**src/rtl/mux4_pkg.sv**
```systemverilog
// Shared select-code definitions for the 4:1 ALU result selector.
package mux4_pkg;

    typedef logic [1:0] sel_t;

    localparam sel_t SEL_A = 2'b00;
    localparam sel_t SEL_B = 2'b01;
    localparam sel_t SEL_C = 2'b10;
    localparam sel_t SEL_D = 2'b11;

endpackage

```
**src/rtl/mux2_stage.sv**
```systemverilog
// N-bit 2:1 multiplexer used as one node of the 4:1 selection tree.
module mux2_stage #(
    parameter int N = 32
) (
    input  logic         s,
    input  logic [N-1:0] i0,
    input  logic [N-1:0] i1,
    output logic [N-1:0] o
);

    assign o = s ? i1 : i0;

endmodule

```
**src/rtl/mux4_sel.sv**
```systemverilog
// N-bit 4:1 ALU result selector with combinational y and registered y_q/sel_q.
// Optional MUX4_PARITY_EN adds y_q_par, the XOR reduction of the loaded y_q.
module mux4_sel
    import mux4_pkg::*;
#(
    parameter int N = 32
) (
    input  logic         clk,
    input  logic         reset,
    input  logic         en,
    input  logic [1:0]   sel,
    input  logic [N-1:0] a,
    input  logic [N-1:0] b,
    input  logic [N-1:0] c,
    input  logic [N-1:0] d,
    output logic [N-1:0] y,
    output logic [N-1:0] y_q,
    output logic [1:0]   sel_q
`ifdef MUX4_PARITY_EN
    ,
    output logic         y_q_par
`endif
);

    sel_t         sel_c;
    logic [N-1:0] ab_p0;
    logic [N-1:0] cd_p0;

    assign sel_c = sel_t'(sel);

    // First level picks within each pair on sel[0]; second level picks the pair on sel[1].
    mux2_stage #(.N(N)) u_ab (.s(sel_c[0]), .i0(a),     .i1(b),     .o(ab_p0));
    mux2_stage #(.N(N)) u_cd (.s(sel_c[0]), .i0(c),     .i1(d),     .o(cd_p0));
    mux2_stage #(.N(N)) u_y  (.s(sel_c[1]), .i0(ab_p0), .i1(cd_p0), .o(y));

    // Registered copy of the selection
    always_ff @(posedge clk) begin
        if (reset) begin
            y_q   <= '0;
            sel_q <= SEL_A;
        end else if (en) begin
            y_q   <= y;
            sel_q <= sel_c;
        end
    end

`ifdef MUX4_PARITY_EN
    always_ff @(posedge clk) begin
        if (reset) begin
            y_q_par <= 1'b0;
        end else if (en) begin
            y_q_par <= ^y;
        end
    end
`endif

endmodule

```
**config.mk**
```make
export PLATFORM = sky130hd
export DESIGN_NAME = mux4_sel
export DESIGN_NICKNAME = d
export VERILOG_FILES = /design/src/rtl/mux4_pkg.sv /design/src/rtl/mux2_stage.sv /design/src/rtl/mux4_sel.sv
export SDC_FILE = /design/constraint.sdc
export NUM_CORES = 1
export LEC_CHECK = 0
export BUFFER_PORTS_ARGS = -buffer_cell sky130_fd_sc_hd__clkbuf_2
export CAP_MARGIN = 20
export CORE_MARGIN = 5
export CORE_UTILIZATION = 35
export DETAILED_ROUTE_END_ITERATION = 6
export PLACE_DENSITY = 0.82
export SYNTH_ARGS = -nofsm -noshare
export SYNTH_HDL_FRONTEND = slang
export SYNTH_SLANG_ARGS = --single-unit
```
**constraint.sdc**
```tcl
create_clock -name clk -period 1.22 [get_ports clk]
set_input_delay 0.122 -clock clk [delete_from_list [all_inputs] [get_ports clk]]
set_output_delay 0.122 -clock clk [all_outputs]
set_load 0.01 [all_outputs]
```
# [Word level (Yosys, flattened, before mapping)]
# Index checks and enable logic that the tools add are counted.
[totals] register_bits=34 input_bits=133 output_inout_bits=66 wordCells=5
[op_classes] mux=3
[ops] op="2-to-1 mux 32 bit" n=3

# [Longest topological paths before layout]
[depth] ltp_word=2 depth_mapped=5 mapped_depth_nobuf=2

# [Cells and area by module]
# Synthesis repeated with hierarchy kept, for this count alone.
[hier_totals] cells_unflattened=218 area_unflattened_um2=2871.5
[modules_own_cells] mod="mux2_stage" instances=3 cells_per_inst=36 area_each_um2=544.3 seq_area_each_um2=0.0
[modules_own_cells] mod="mux4_sel" instances=1 cells_per_inst=110 area_each_um2=1238.7 seq_area_each_um2=680.7

# [Least setup slack after synthesis]
# Ideal clock, no wire load.
[synth_timing] path_kind="input to register" startpoint="input en" endpoint="register y_q[0]" setup_ps=82 arrival_time_ps=1019 required_time_ps=1138 slack_ps=119 path_stages=4 path_buffers=2 cell_sequence="buf_6 dlygate4sd1_1 or3b_2 o221ai_1"
[synth_lines] item="from (decl)" line="mux4_sel.sv:10" text="input logic en,"
[synth_lines] item="to (signal assigned)" line="mux4_sel.sv:42" text="y_q <= y;"
[synth_lines] item="to (decl)" line="mux4_sel.sv:17" text="output logic [N-1:0] y_q,"

# [Final worst setup path]
[layout_timing] startpoint="input sel[0]" endpoint="output y[9]"
[layout_via] elab_chain_len=2 elab_cells_between_ends=3 cone_classes="mux: 3"
[layout_lines] item="from (decl)" line="mux4_sel.sv:11" text="input logic [1:0] sel,"
[layout_lines] item="2-to-1 mux 32 bit" line="mux2_stage.sv:11" text="assign o = s ? i1 : i0;"
[layout_lines] item="2-to-1 mux 32 bit *" line="mux2_stage.sv:11"
[layout_lines] item="to (decl)" line="mux4_sel.sv:16" text="output logic [N-1:0] y,"
# Mark *: on every way between the ends. The rest lies on a longest branch, timed or not.

==> metrics <==
run status=completed; layout cells sized above 1=about three fifths; unrepaired setup endpoints after global routing=yes; worst setup timing slack at the placement stage=-52.11 ps; core footprint=6869 µm²; antenna violation net count after detailed routing=0; worst slew pin tran=238.9 ps; number of global-route vias before repair=2,901; critical path arrival=1070 ps; count of port buffers added during placement=198; via count=2,642; Detail Route met2 WL=4645 µm; GRT Resource Usage Total=18.91%; min Tclk post-route=1195 ps; headroom to the max-slew limit=83.62%; area fraction of the dominant cell type after synthesis=between 30% and 40%; gp weighted congestion=~0.79; Cell variety after synth=12; initial antenna violation count=0; type of the worst setup path=input pin to primary output; startpoint type of the worst setup path=input pin; post-synthesis share of cell area spent on and, or, nand and nor gates=12.15%; post-synthesis compound-gate area fraction=11.20%; pin count of the biggest net entering global routing=31; beginning of the worst hold path=c[28]; H-tree depth=2; critical path launch point=sel[0]; number of CTS-inserted buffers=5; required time worst endpoint=1100 ps; Post-Syn Nets=358; DRT met1 WL=3165 µm; number of warnings printed during yosys synthesis=0; number of violations reported at the end of detailed-routing iteration 0=between 40 and 50; arithmetic-cell share of the synthesized area counting full adders, half adders and majority gates=0%; uppermost routed layer=met4; most frequent standard cell in the layout excluding fill and tap cells=sky130_fd_sc_hd__clkbuf_2; maximum single-stage delay on the critical path=290 ps; number of nets in the finished design=554; average cell area after synthesis=approximately 11 µm²; kind of end point of the critical path=primary output; starting density of the core=36.43%; Final Util=between 50% and 60%; dominant combinational cell family by area after synthesis=multiplexers; mean number of vias per cell=5.100; Max Clock Freq=0.8368 GHz; total count of hold-check failures in the final report=0; Total Die Area=8941 µm²; total length of routed met3 wires=713 µm; hold crit path type=input pin to flip-flop; post-synthesis instance total=between 200 and 250; setup violators final=0; HPWL after DPL=7077 µm; clock insertion delay at the later pin of the skew report=280 ps; sequential-to-total area share from yosys stat=27.20%; maximum VDD drop=0.0004300 V; remaining design rule violation count=0; final count of pins violating max slew=0; Reg-to-Reg Start=y_q[13]; Crit path buffers/inverters=3; post-layout power=around 3.2 mW; post-synthesis sequential element count=34; top cell type by total area after synthesis=sky130_fd_sc_hd__mux2i_1; DIE HEIGHT=94.56 µm; number of top-level pins=199; Avg WL per Cell=16.73 µm; commonest cells after routing, fill and taps aside=197 x sky130_fd_sc_hd__clkbuf_2, 93 x sky130_fd_sc_hd__mux2i_1, 34 x sky130_fd_sc_hd__dfxtp_1; leakage power=1.978 nW; Post-Place Cells=510; std cell rows=30; number of violations of the max-capacitance limit=0; number of standard cells in the final layout excluding fillers=518; Post-CTS Repair Setup Buffers=0; growth of design area from synthesis to finish=46.25%; final hold slack=151.5 ps; final cycle utilization of the critical path=97.95%; chain of cells forming the critical path=buf_4 -> buf_16 -> mux2i_2 -> mux2i_1 -> clkbuf_2; power per standard cell area=roughly 900 nW/µm²; slowest stage cell, crit path=sky130_fd_sc_hd__mux2i_2; horizontal die dimension=94.56 µm; area of the mapped netlist=2502 µm²; kind of cell adding the most delay to the critical path=buffers and inverters; number of antenna repair diodes=0; worst clock skew=0 ps; drt total wl=8664 µm; clock tree root driver cell=sky130_fd_sc_hd__clkbuf_8; setup slack of the critical path after layout=24.96 ps; Pre-Repair DR Iteration Count=4; multiplexer fraction of the synthesized cell area=39.20%; Longest Clk Path Bufs=2; first-pass GRT wire length=13,460 µm; clock transition at the registers of the reported paths=70 ps; largest driver fanout on the critical path=30; Area contributors post-synth=sky130_fd_sc_hd__mux2i_1 39%, sky130_fd_sc_hd__dfxtp_1 27%, sky130_fd_sc_hd__o221ai_1 11%; Post-Synth XOR/XNOR Area=0%; clock tree from TritonCTS=done; number of sinks handled by clock tree synthesis=34; remaining global-route overflow=0
-- final cells by class --
cell class,instances,area [µm²]
Fill cell,636,3209
Clock inverter,1,5.005
Multi-Input combinational cell,166,1584
Timing Repair Buffer,214,1184
Tap cell,96,120.1
Clock buffer,7,86.33
Sequential cell,34,680.7
-- state kept, by name, summed over array words and instances (netlist names) --
name,flops
y_q,32
sel_q,2
-- routing by layer --
layer  GRT usage [%]  vias to the layer above
li1                -                     1279
met1           19.74                     1233
met2           35.99                      113
met3           4.622                       17
met4           7.452                        0
met5               0                        -
-- cells by family after synthesis --
kind of cell	count (synthesis)
AOI/OAI and AO/OA	32
buffers and inverters	25
DFF	34
muxes	98
and+or+nand+nor	36
-- stage by stage --
step / setup TNS, ps / area, µm²
after floorplan: 0 / 2502
after global placement: 0 / 3542
after detailed placement: -93.48 / 3542
after CTS: 0 / 3633
after global routing: -41.93 / 3660
final: 0 / 3660
-- what timing repair did --
item / CTS / global route
gates resized for setup: 0 / 6
endpoints found under the setup margin: 0 / 7
hold buffers: 0 / 0
-- cells in the mapped netlist, drive strengths merged --
master,count
nand3b,1
dfxtp,34
o221ai,32
buf,22
mux2i,98
dlygate4sd1,3
or3b,33
nor2,2
-- worst reg2reg max path, delay by kind of cell, from the launching register on --
kind | cells | cell delay, ps
and+or+nand+nor | 1 | 460
DFF | 1 | 340
AOI/OAI and AO/OA | 1 | 80
-- where the power goes --
part	switching (mW)	internal, mW	total (mW)	leakage, nW
Clock	0.409	0.456	0.864	0.0482
Combinational	0.548	0.568	1.12	1.65
Sequential	0.0409	1.20	1.24	0.280
Total	0.998	2.22	3.22	1.98
-- path summary, 6_finish.rpt --
path,slack [ps],end,cells after the start
worst max-delay path,20,y[9],5
worst max register to register,270,y_q[13],2
worst min register to register,510,sel_q[0],2
worst min-delay path,150,y_q[28],3
Note: power is estimated with default switching activity, not from simulation.
